### config.mk
export PLATFORM = sky130hd
export DESIGN_NAME = vend_payout
export DESIGN_NICKNAME = d
export VERILOG_FILES = /design/src/rtl/vend_payout.sv
export SDC_FILE = /design/constraint.sdc
export NUM_CORES = 1
export LEC_CHECK = 0
export BUFFER_PORTS_ARGS = -buffer_cell sky130_fd_sc_hd__buf_2
export CAP_MARGIN = 5
export CORE_ASPECT_RATIO = 0.75
export CORE_UTILIZATION = 61
export DETAILED_ROUTE_END_ITERATION = 6
export GPL_TIMING_DRIVEN = 0
export PLACE_DENSITY = 0.85
export SLEW_MARGIN = 20
export SYNTH_ARGS = -nofsm -noshare
export SYNTH_HDL_FRONTEND = slang
export SYNTH_SLANG_ARGS = --single-unit
### constraint.sdc
create_clock -name clk -period 3.9 [get_ports clk]
set_input_delay 0.195 -clock clk [delete_from_list [all_inputs] [get_ports clk]]
set_output_delay 0.195 -clock clk [all_outputs]
set_load 0.1 [all_outputs]
### src/rtl/vend_payout.sv
// Payout mechanism controller: turns one-cycle vend/change commands into timed
// motor and hopper pulses, tracking stock and hopper coin counts.
//
// state | meaning
// IDLE  | arbitrate pending work, start an actuation or drop an unservable command
// ACT   | exactly one actuator output held high
// GAP   | actuator released, spacing before the next arbitration
module vend_payout #(
    parameter int ACT_CYCLES = 4,
    parameter int GAP_CYCLES = 2,
    parameter int STOCK_INIT = 8,
    parameter int COIN_INIT  = 4
) (
    input  logic clk,
    input  logic rst_n,
    input  logic coin5,
    input  logic coin10,
    input  logic drop_water,
    input  logic drop_coke,
    input  logic drop_coffee,
    input  logic change5,
    input  logic change10,
    output logic motor_water,
    output logic motor_coke,
    output logic motor_coffee,
    output logic eject5,
    output logic eject10,
    output logic busy,
    output logic empty_water,
    output logic empty_coke,
    output logic empty_coffee,
    output logic overflow,
    output logic fault
);

    typedef enum logic [1:0] {IDLE, ACT, GAP} state_t;

    // The IDLE arbitration cycle counts as the last gap cycle, so starts are
    // exactly ACT_CYCLES + GAP_CYCLES apart.
    localparam logic [7:0] ACT_LOAD = 8'(ACT_CYCLES - 1);
    localparam logic [7:0] GAP_LOAD = 8'(GAP_CYCLES - 2);

    state_t      state, state_nx;
    logic [7:0]  timer, timer_nx;
    logic [4:0]  req;
    logic [4:0]  svc;
    logic [2:0]  pend    [5];
    logic [2:0]  pend_nx [5];
    logic [7:0]  stock    [3];
    logic [7:0]  stock_nx [3];
    logic [2:0]  stock_dec;
    logic [7:0]  hop5, hop10, hop5_nx, hop10_nx;
    logic        hop5_dec, hop10_dec;
    logic        sec5, sec5_nx;
    logic [4:0]  act_q, act_nx;
    logic        found;
    logic        fault_set, ovf_set;
    logic        busy_nx;

    // command index: 0 water, 1 coke, 2 coffee, 3 change10, 4 change5
    // actuator index: 0 water, 1 coke, 2 coffee, 3 eject10, 4 eject5
    assign req = {change5, change10, drop_coffee, drop_coke, drop_water};

    assign motor_water  = act_q[0];
    assign motor_coke   = act_q[1];
    assign motor_coffee = act_q[2];
    assign eject10      = act_q[3];
    assign eject5       = act_q[4];

    function automatic logic [7:0] hop_next(input logic [7:0] h, input logic inc, input logic dec);
        if (inc && !dec && h != 8'hFF) return h + 8'd1;
        if (dec && !inc)               return h - 8'd1;
        return h;
    endfunction

    always_comb begin
        state_nx  = state;
        timer_nx  = timer;
        act_nx    = act_q;
        svc       = '0;
        stock_dec = '0;
        hop5_dec  = 1'b0;
        hop10_dec = 1'b0;
        sec5_nx   = sec5;
        fault_set = 1'b0;
        found     = 1'b0;
        unique case (state)
            IDLE: begin
                if (sec5) begin
                    act_nx[4] = 1'b1;
                    hop5_dec  = 1'b1;
                    sec5_nx   = 1'b0;
                end else begin
                    for (int i = 0; i < 5; i++) begin
                        if (!found && pend[i] != 3'd0) begin
                            found  = 1'b1;
                            svc[i] = 1'b1;
                        end
                    end
                    for (int i = 0; i < 3; i++) begin
                        if (svc[i]) begin
                            if (stock[i] != 8'd0) begin
                                act_nx[i]    = 1'b1;
                                stock_dec[i] = 1'b1;
                            end else begin
                                fault_set = 1'b1;
                            end
                        end
                    end
                    if (svc[3]) begin
                        if (hop10 != 8'd0) begin
                            act_nx[3] = 1'b1;
                            hop10_dec = 1'b1;
                        end else if (hop5 >= 8'd2) begin
                            act_nx[4] = 1'b1;
                            hop5_dec  = 1'b1;
                            sec5_nx   = 1'b1;
                        end else begin
                            fault_set = 1'b1;
                        end
                    end
                    if (svc[4]) begin
                        if (hop5 != 8'd0) begin
                            act_nx[4] = 1'b1;
                            hop5_dec  = 1'b1;
                        end else begin
                            fault_set = 1'b1;
                        end
                    end
                end
                if (act_nx != 5'd0) begin
                    state_nx = ACT;
                    timer_nx = ACT_LOAD;
                end
            end
            ACT: begin
                if (timer == 8'd0) begin
                    act_nx = '0;
                    if (GAP_CYCLES >= 2) begin
                        state_nx = GAP;
                        timer_nx = GAP_LOAD;
                    end else begin
                        state_nx = IDLE;
                    end
                end else begin
                    timer_nx = timer - 8'd1;
                end
            end
            GAP: begin
                if (timer == 8'd0) state_nx = IDLE;
                else               timer_nx = timer - 8'd1;
            end
            default: state_nx = IDLE;
        endcase
    end

    always_comb begin
        ovf_set = 1'b0;
        busy_nx = (state_nx != IDLE) || sec5_nx;
        for (int i = 0; i < 5; i++) begin
            pend_nx[i] = pend[i];
            case ({req[i], svc[i]})
                2'b10: begin
                    if (pend[i] == 3'd7) ovf_set = 1'b1;
                    else                 pend_nx[i] = pend[i] + 3'd1;
                end
                2'b01:   pend_nx[i] = pend[i] - 3'd1;
                default: pend_nx[i] = pend[i];
            endcase
            if (pend_nx[i] != 3'd0) busy_nx = 1'b1;
        end
        for (int i = 0; i < 3; i++) begin
            stock_nx[i] = stock_dec[i] ? stock[i] - 8'd1 : stock[i];
        end
        hop5_nx  = hop_next(hop5, coin5, hop5_dec);
        hop10_nx = hop_next(hop10, coin10, hop10_dec);
    end

    always_ff @(posedge clk or negedge rst_n) begin
        if (!rst_n) begin
            state        <= IDLE;
            timer        <= '0;
            sec5         <= 1'b0;
            act_q        <= '0;
            hop5         <= 8'(COIN_INIT);
            hop10        <= 8'(COIN_INIT);
            busy         <= 1'b0;
            overflow     <= 1'b0;
            fault        <= 1'b0;
            empty_water  <= (STOCK_INIT == 0);
            empty_coke   <= (STOCK_INIT == 0);
            empty_coffee <= (STOCK_INIT == 0);
            for (int i = 0; i < 5; i++) pend[i]  <= '0;
            for (int i = 0; i < 3; i++) stock[i] <= 8'(STOCK_INIT);
        end else begin
            state        <= state_nx;
            timer        <= timer_nx;
            sec5         <= sec5_nx;
            act_q        <= act_nx;
            hop5         <= hop5_nx;
            hop10        <= hop10_nx;
            busy         <= busy_nx;
            overflow     <= overflow | ovf_set;
            fault        <= fault | fault_set;
            empty_water  <= (stock_nx[0] == 8'd0);
            empty_coke   <= (stock_nx[1] == 8'd0);
            empty_coffee <= (stock_nx[2] == 8'd0);
            for (int i = 0; i < 5; i++) pend[i]  <= pend_nx[i];
            for (int i = 0; i < 3; i++) stock[i] <= stock_nx[i];
        end
    end

endmodule
Word-level counts from Yosys, hierarchy flattened
Cells that the tools add are included.

Output and inout port bits: 11. Bits of input ports: 9. Logic and storage cells: 240. Bits in registers: 77.

Multiplexer cells: 130. Bitwise gates (word level): 2. Reductions and logical operators: 47. Equal/unequal tests: 22. $lt $le $gt $ge: 1. Add/subtract/negate cells: 18.

Operators with widths (count): $mux W8 (14); $mux W1 (92); $sub A8 B1 Y8 const B (6); $reduce_bool A8 Y1 (5); $reduce_bool A3 Y1 (11); $logic_not A8 Y1 (4); $pmux W3 S2 (5); $pmux W8 S3 (1); $mux W3 (7); $add A8 B1 Y8 const B (2); $ne A8 B8 Y1 const B (2); $add A3 B1 Y3 const B (5); $eq A3 B3 Y1 const B (5); $mux W5 (3); $sub A3 B1 Y3 const B (5); $eq A2 B1 Y1 const B (6); $eq A2 B2 Y1 const B (6); $logic_and A1 B1 Y1 (10); $pmux W5 S2 (1); $ge A8 B2 Y1 const B (1); $logic_not A1 Y1 (8); $mux W2 (4); $mux W4 (2); $reduce_bool A2 Y1 (4); other kinds (8) (11).

Logic depth before layout (Yosys ltp)
Gate-level depths: netlist of the first run.

Word-level depth: 37. Mapped depth: 14. Depth with buffers taken out: 14.

Worst setup path after synthesis of the first run
Ideal clock, no wire load.

Path kind: register to register. Start: register state[0]. End: register busy. Period minus slack after synthesis: 2.719 ns. Slack: 1.181 ns. Required time: 3.764 ns. Data arrival time: 2.583 ns. Setup time: 0.136 ns. Buffers on the path: 0. Cell stages (with the launch flop): 12. Path through: dfrtp_1 -> inv_1 -> ha_1 -> nor2b_1 -> nand4_1 -> ha_1 -> and3_1 -> o21ai_0 -> o31ai_1 -> or4_1 -> nor3_1 -> o211ai_1.

RTL lines: start: declaration (RTL line 43) `state_t state, state_nx;`; start signal: assignment (RTL line 196) `state <= state_nx;`; end signal: assignment (RTL line 202) `busy <= busy_nx;`; end: declaration (RTL line 28) `output logic busy,`.

==> results.json, run 1 <==
{
  "cts_bufs_inserted": 9,
  "initial_util_pct": 62.7,
  "netlist-cell-type-count": 63,
  "ff2ff_path_depth": 11,
  "cp_max_fo": 7,
  "worst_ep_arrival_time_ps": 3740,
  "root_buffer": "clkbuf_8",
  "placementRows": 28,
  "drt_first_iter_violations": 224,
  "antenna_violations_before_repair": 0,
  "tritoncts": "yes",
  "nets_finish": 624,
  "pre_cts_ws_ps": 420,
  "timing_worst_slew_pin_value_ps": 726,
  "yosys_most_used_dff": "dfrtp_1",
  "mappedNetlistArea_sq_mm": 0.00494,
  "post-route-drc-count": 0,
  "clk_pin_slew_worst_paths_ps": 80,
  "clock_latency_at_the_later_pin_of_the_worst_skew_pair_ps": 360,
  "max-slew-margin-rel_pct": 51.0,
  "drt_wl_total_mm": 10.3,
  "clock_path_buffers": 2,
  "non_filler_instances": 681,
  "dp_hpwl_mm": 7.80,
  "final_period_minus_worst_setup_slack_ps": 3520,
  "tns_ps": 0,
  "diodes": 0,
  "coreArea_sq_mm": 0.00788,
  "floorplan.die.height_um": 79.9,
  "syn_area_per_cell_sq_um": 9.16,
  "ys_ff_latch": 77,
  "postCtsSetupBuffers": 0,
  "status": "finished, final reports clean",
  "maxcap_viol_count": 0,
  "setup_slack_ps": 383,
  "grt_start_max_net_pins": 47,
  "io-pin-count": 20,
  "report.final.slew_viol_count": 0,
  "io_buffers": 19,
  "detailedRoute.firstPassIterationCount": 4,
  "power_per_cell_area_mw_per_mm2": 650,
  "worst_clock_skew_ps": 7.72,
  "worst_ep_required_time_ps": 4120,
  "final_layout_size_suffix_gt1_share_pct": 11.6,
  "worst_setup_path_start_kind": "register",
  "clkSinkCount": 77,
  "die_width_um": 106,
  "worstHoldPathType": "in -> reg",
  "fillCellCount": 607,
  "yosysSeqAreaShare_pct": 39.1,
  "grt_overflow": 0,
  "post_cts_resized": 0,
  "end_kind": "register",
  "drt-wirelength-per-cell_um": 15.1,
  "syn-instance-count": 539,
  "power.leakage_nw": 2.58,
  "synth_async_reset_ratio_pct": 100,
  "period_share_pct": 90.2,
  "timing_hold_violations_final": 0,
  "vias_per_cell": 5.96,
  "edff_count_synth": 0,
  "setup_viol": 0,
  "fmax_mhz": 284,
  "multi_input_area_sq_mm": 0.00275,
  "worst-setup-path-type": "reg -> reg",
  "cts_htree_levels": 3,
  "rsz0062_at_grt": "false",
  "syn2layout_area_growth_pct": 9.50,
  "gr_util_all_layers_pct": 26.7,
  "vdd_drop_max_mv": 0.376,
  "ys_warn_count": 0,
  "fp.dieArea_sq_mm": 0.00847,
  "worst_hold_path.num_cells": 4,
  "first_global_vias": 3919,
  "gp_congestion": 0.902,
  "grt_pass1_wl_mm": 17.9,
  "placed_cells": 664,
  "mappedNetlistNets": 592,
  "seqCellArea_sq_mm": 0.00193,
  "ant_nets": 0,
  "num_vias": 4058
}
==> flip-flops by register name, indices dropped and copies added, names as in the netlist, 2 cells and up <==
name   flops
stock     24
pend      15
hop10      8
hop5       8
timer      8
act_q      5
state      2
==> layout make-up <==
| class | count | share of cell area (%) |
|---|---|---|
| buffer | 15 | 1.60 |
| clock inverter | 4 | 0.879 |
| inverter | 45 | 3.12 |
| timing repair buffer | 21 | 2.50 |
| clock buffer | 12 | 2.87 |
| multi-input combinational | 402 | 50.9 |
| sequential | 77 | 35.7 |
| tap | 105 | 2.43 |
==> where the power goes <==
part / switching, mW / internal, mW / total (mW)
clock: 0.288 / 0.329 / 0.617
combinational: 1.02 / 0.638 / 1.66
sequential: 0.232 / 1.00 / 1.24
==> logic make-up (layout without fill, tap and decap cells) <==
logic type | after synthesis | after routing | share of synthesized area [%]
simple gates | 201 | 201 | 22.0
compound gates | 119 | 119 | 15.7
flops | 77 | 77 | 39.1
buf+inv | 60 | 97 | 5.17
fa+ha+maj | 44 | 44 | 11.1
xor+xnor | 33 | 33 | 5.85
mux | 5 | 5 | 1.01
==> what timing repair did <==
| item | CTS | global route |
|---|---|---|
| hold buffers | 1 | 0 |
| setup endpoints to repair | 0 | 0 |
| endpoints found under the hold margin | 29 | 0 |
==> stage by stage <==
stage | area, sq um | power, mW | hold slack, ps | util (%)
2_1_floorplan | 4940 | 2.48 | -101 | -
3_3_place_gp | 5170 | 2.77 | 463 | 65.5
3_5_place_dp | 5200 | 2.88 | 172 | 65.9
4_1_cts | 5410 | 3.50 | 226 | 68.6
5_1_grt | 5410 | 3.79 | 244 | 68.6
6_report | 5410 | 3.52 | 242 | 68.6
==> metal layers <==
layer / vias to the layer above / share of wire, % / global-route usage [%]
li1: 1979 / - / -
met1: 1945 / 46 / 34.5
met2: 114 / 46 / 44.5
met3: 20 / 5.5 / 6.12
met4: 0 / 1.7 / 8.89
met5: - / 0 / 0
==> worst paths after layout <==
kind	startpoint	to	slack, ps
max	state[0]$_DFF_PN0_	busy$_DFF_PN0_	380
min	coin5	hop5[6]$_DFFE_PN0P_	240
max reg2reg	state[0]$_DFF_PN0_	busy$_DFF_PN0_	380
min reg2reg	overflow$_DFF_PN0_	overflow$_DFF_PN0_	480
max in group asynchronous	rst_n	stock[19]$_DFF_PN1_	2950
min in group asynchronous	rst_n	stock[10]$_DFF_PN0_	320
==> cells in the final DEF, fill, tap and decap left out, drive strengths merged, types with 8 or more instances in the layout <==
cell    instances
xor2           14
a21oi          24
and3            9
ha             44
nand3          15
buf            30
o21ai          42
inv            45
nand2          32
nor2b          11
or4             8
clkbuf         17
nor2           58
a31oi           9
dfrtp          72
xnor2          19
nor3           17
nor4           14
o31ai          10
==> synth_stat cells, types with 3 or more instances <==
cell / number / area share [%]
dfrtp_1: 72 / 36
nor2_1: 58 / 4.4
inv_1: 45 / 3.4
ha_1: 44 / 11
o21ai_0: 39 / 4.0
nand2_1: 32 / 2.4
a21oi_1: 20 / 2.0
xnor2_1: 19 / 3.4
nor3_1: 17 / 1.7
nand3_1: 15 / 1.5
nor4_1: 14 / 1.8
xor2_1: 14 / 2.5
nor2b_1: 10 / 1.3
a31oi_1: 9 / 1.1
o31ai_1: 9 / 1.4
and3_1: 8 / 1.0
buf_2: 6 / 0.61
nand2b_1: 6 / 0.76
or3_1: 6 / 0.76
or4_1: 6 / 0.91
clkbuf_1: 5 / 0.38
dfstp_2: 5 / 2.7
mux2i_1: 5 / 1.0
nor3b_1: 5 / 0.76
a21boi_0: 4 / 0.61
a21oi_2: 4 / 0.71
nand4_1: 4 / 0.51
a22oi_1: 3 / 0.46
nand4b_1: 3 / 0.53
o211ai_1: 3 / 0.46
o21a_1: 3 / 0.46
o21ai_1: 3 / 0.30
o221ai_1: 3 / 0.53
o22ai_1: 3 / 0.38
==> worst max-delay path: stages, from the launching register on <==
cell,delay (ps)
dfrtp_1,430
inv_1,130
ha_1,260
nor2b_1,440
nand4_1,320
inv_1,220
ha_1,320
o21ai_0,210
o31ai_1,160
or4_1,520
nor3_1,240
o211ai_1,150
Power figures use the tool's default switching activity.
==> run 2, diff against run 1 <==
--- a/config.mk
+++ b/config.mk
@@ -8,10 +8,10 @@
 export BUFFER_PORTS_ARGS = -buffer_cell sky130_fd_sc_hd__buf_2
 export CAP_MARGIN = 5
 export CORE_ASPECT_RATIO = 0.75
-export CORE_UTILIZATION = 61
+export CORE_UTILIZATION = 30
 export DETAILED_ROUTE_END_ITERATION = 6
 export GPL_TIMING_DRIVEN = 0
-export PLACE_DENSITY = 0.85
+export PLACE_DENSITY = 0.51
 export SLEW_MARGIN = 20
 export SYNTH_ARGS = -nofsm -noshare
 export SYNTH_HDL_FRONTEND = slang
==> results.json, run 2 (same netlist as run 1, synthesis figures left out) <==
{
  "clkSinkCount": 77,
  "diodes": 0,
  "first_global_vias": 3710,
  "report.final.slew_viol_count": 0,
  "worst_clock_skew_ps": 8.87,
  "syn2layout_area_growth_pct": 14.1,
  "cp_max_fo": 7,
  "worst_ep_arrival_time_ps": 3540,
  "ant_nets": 0,
  "hold_ws_ps": 261,
  "post-route-drc-count": 0,
  "tritoncts": "yes",
  "drt-wirelength-per-cell_um": 13.5,
  "clock_latency_at_the_later_pin_of_the_worst_skew_pair_ps": 340,
  "largest_registers": "stock (24), pend (15)",
  "placementRows": 40,
  "gp_congestion": 0.810,
  "nets_finish": 624,
  "registers.top_by_ff_count": "stock",
  "total_power_mw": 3.72,
  "setup_viol": 0,
  "detailedRoute.firstPassIterationCount": 5,
  "antenna_violations_before_repair": 0,
  "end_kind": "register",
  "cts_htree_levels": 3,
  "maxcap_viol_count": 0,
  "power.leakage_nw": 2.62,
  "most-common-layout-cells": "72 x dfrtp_1, 58 x nor2_1, 45 x inv_1",
  "initial_util_pct": 30.7,
  "vias_per_cell": 4.99,
  "clock_path_buffers": 2,
  "timing_hold_violations_final": 0,
  "fp.dieArea_sq_mm": 0.0170,
  "grt_overflow": 0,
  "final_period_minus_worst_setup_slack_ps": 3360,
  "worstHoldPathType": "in -> reg",
  "largest_reg_flops": 24,
  "setup_slack_ps": 544,
  "postCtsSetupBuffers": 0,
  "clk_pin_slew_worst_paths_ps": 60,
  "gr_util_all_layers_pct": 13.7,
  "grt_start_max_net_pins": 41,
  "vdd_drop_max_mv": 0.217,
  "die_width_um": 150,
  "dp_hpwl_mm": 7.93,
  "power_per_cell_area_mw_per_mm2": 661,
  "root_buffer": "clkbuf_16",
  "drt_first_iter_violations": 181,
  "coreArea_sq_mm": 0.0161,
  "most_common_cell_after_layout_fill_and_taps_aside": "dfrtp_1",
  "worst_setup_path_start_kind": "register",
  "timing_worst_slew_pin_value_ps": 743,
  "io-pin-count": 20,
  "pre_cts_ws_ps": 345,
  "drt_wl_total_mm": 10.6,
  "final_layout_size_suffix_gt1_share_pct": 11.8,
  "period_share_pct": 86.1,
  "num_vias": 3920,
  "tns_ps": 0,
  "status": "finished, final reports clean",
  "max-slew-margin-rel_pct": 49.8,
  "worst_ep_required_time_ps": 4090,
  "floorplan.die.height_um": 113,
  "final_core_util_pct": 35.1,
  "grt_pass1_wl_mm": 18.5,
  "worst-setup-path-type": "reg -> reg",
  "fmax_mhz": 298,
  "rsz0062_at_grt": "false",
  "io_buffers": 19,
  "cts_bufs_inserted": 9
}
## run 2: cell counts in the layout (fill, tap and decap cells not counted)
Identical to the previous run, type by type.
## run 2: repair_timing
item                                   in CTS  in global routing
gates resized for setup                     0                  1
endpoints found under the hold margin      36                  0
setup endpoints to repair                   0                  1
hold buffers                                1                  0
## run 2: per-layer routing
metal / GRT usage, % / wire length (um)
met3: 3.02 / 317
met2: 19.9 / 4530
met1: 20.1 / 5610
met4: 3.64 / 118
met5: 0 / 0
## run 2: stage by stage
step / std cells / cell area (sq um)
floorplan: 539 / 4940
global placement: 768 / 5300
detailed placement: 769 / 5320
CTS: 786 / 5630
global route: 786 / 5640
finish: 786 / 5640
## run 2: layout make-up
type                    count  area (sq um)
fillers                  1621         10400
multi-input cells         402          2750
flip-flops and latches     77          1930
well taps                 210           263
clock buffers              12           256
inverters                  45           169
repair buffers             21           128
plain buffers              15          86.3
clock inverters             4          47.5
## run 2: path summary, 6_finish.rpt
path	startpoint	endpoint	slack, ps	cells after the start
max	state[1]$_DFF_PN0_	busy$_DFF_PN0_	540	11
min in group asynchronous	rst_n	timer[5]$_DFFE_PN0P_	380	2
min reg2reg	overflow$_DFF_PN0_	overflow$_DFF_PN0_	460	2
max reg2reg	state[1]$_DFF_PN0_	busy$_DFF_PN0_	540	11
max in group asynchronous	rst_n	hop10[2]$_DFFE_PN1P_	2880	3
min	coin5	hop5[6]$_DFFE_PN0P_	260	4
## run 2: report_power, final
part	leakage, nW	switching, mW	total (mW)	internal (mW)
logic	1.49	1.01	1.64	0.636
registers	0.983	0.221	1.23	1.01
clock network	0.149	0.324	0.853	0.529
## run 2: worst max-delay path, cell delays in order, from the launching register on
cell      delay (ps)
dfrtp_1          410
inv_1            120
ha_1             250
nor2b_2          340
nand4_1          310
inv_1            230
ha_1             320
o21ai_0          180
o31ai_1          150
or4_1            520
nor3_1           220
o211ai_1         150
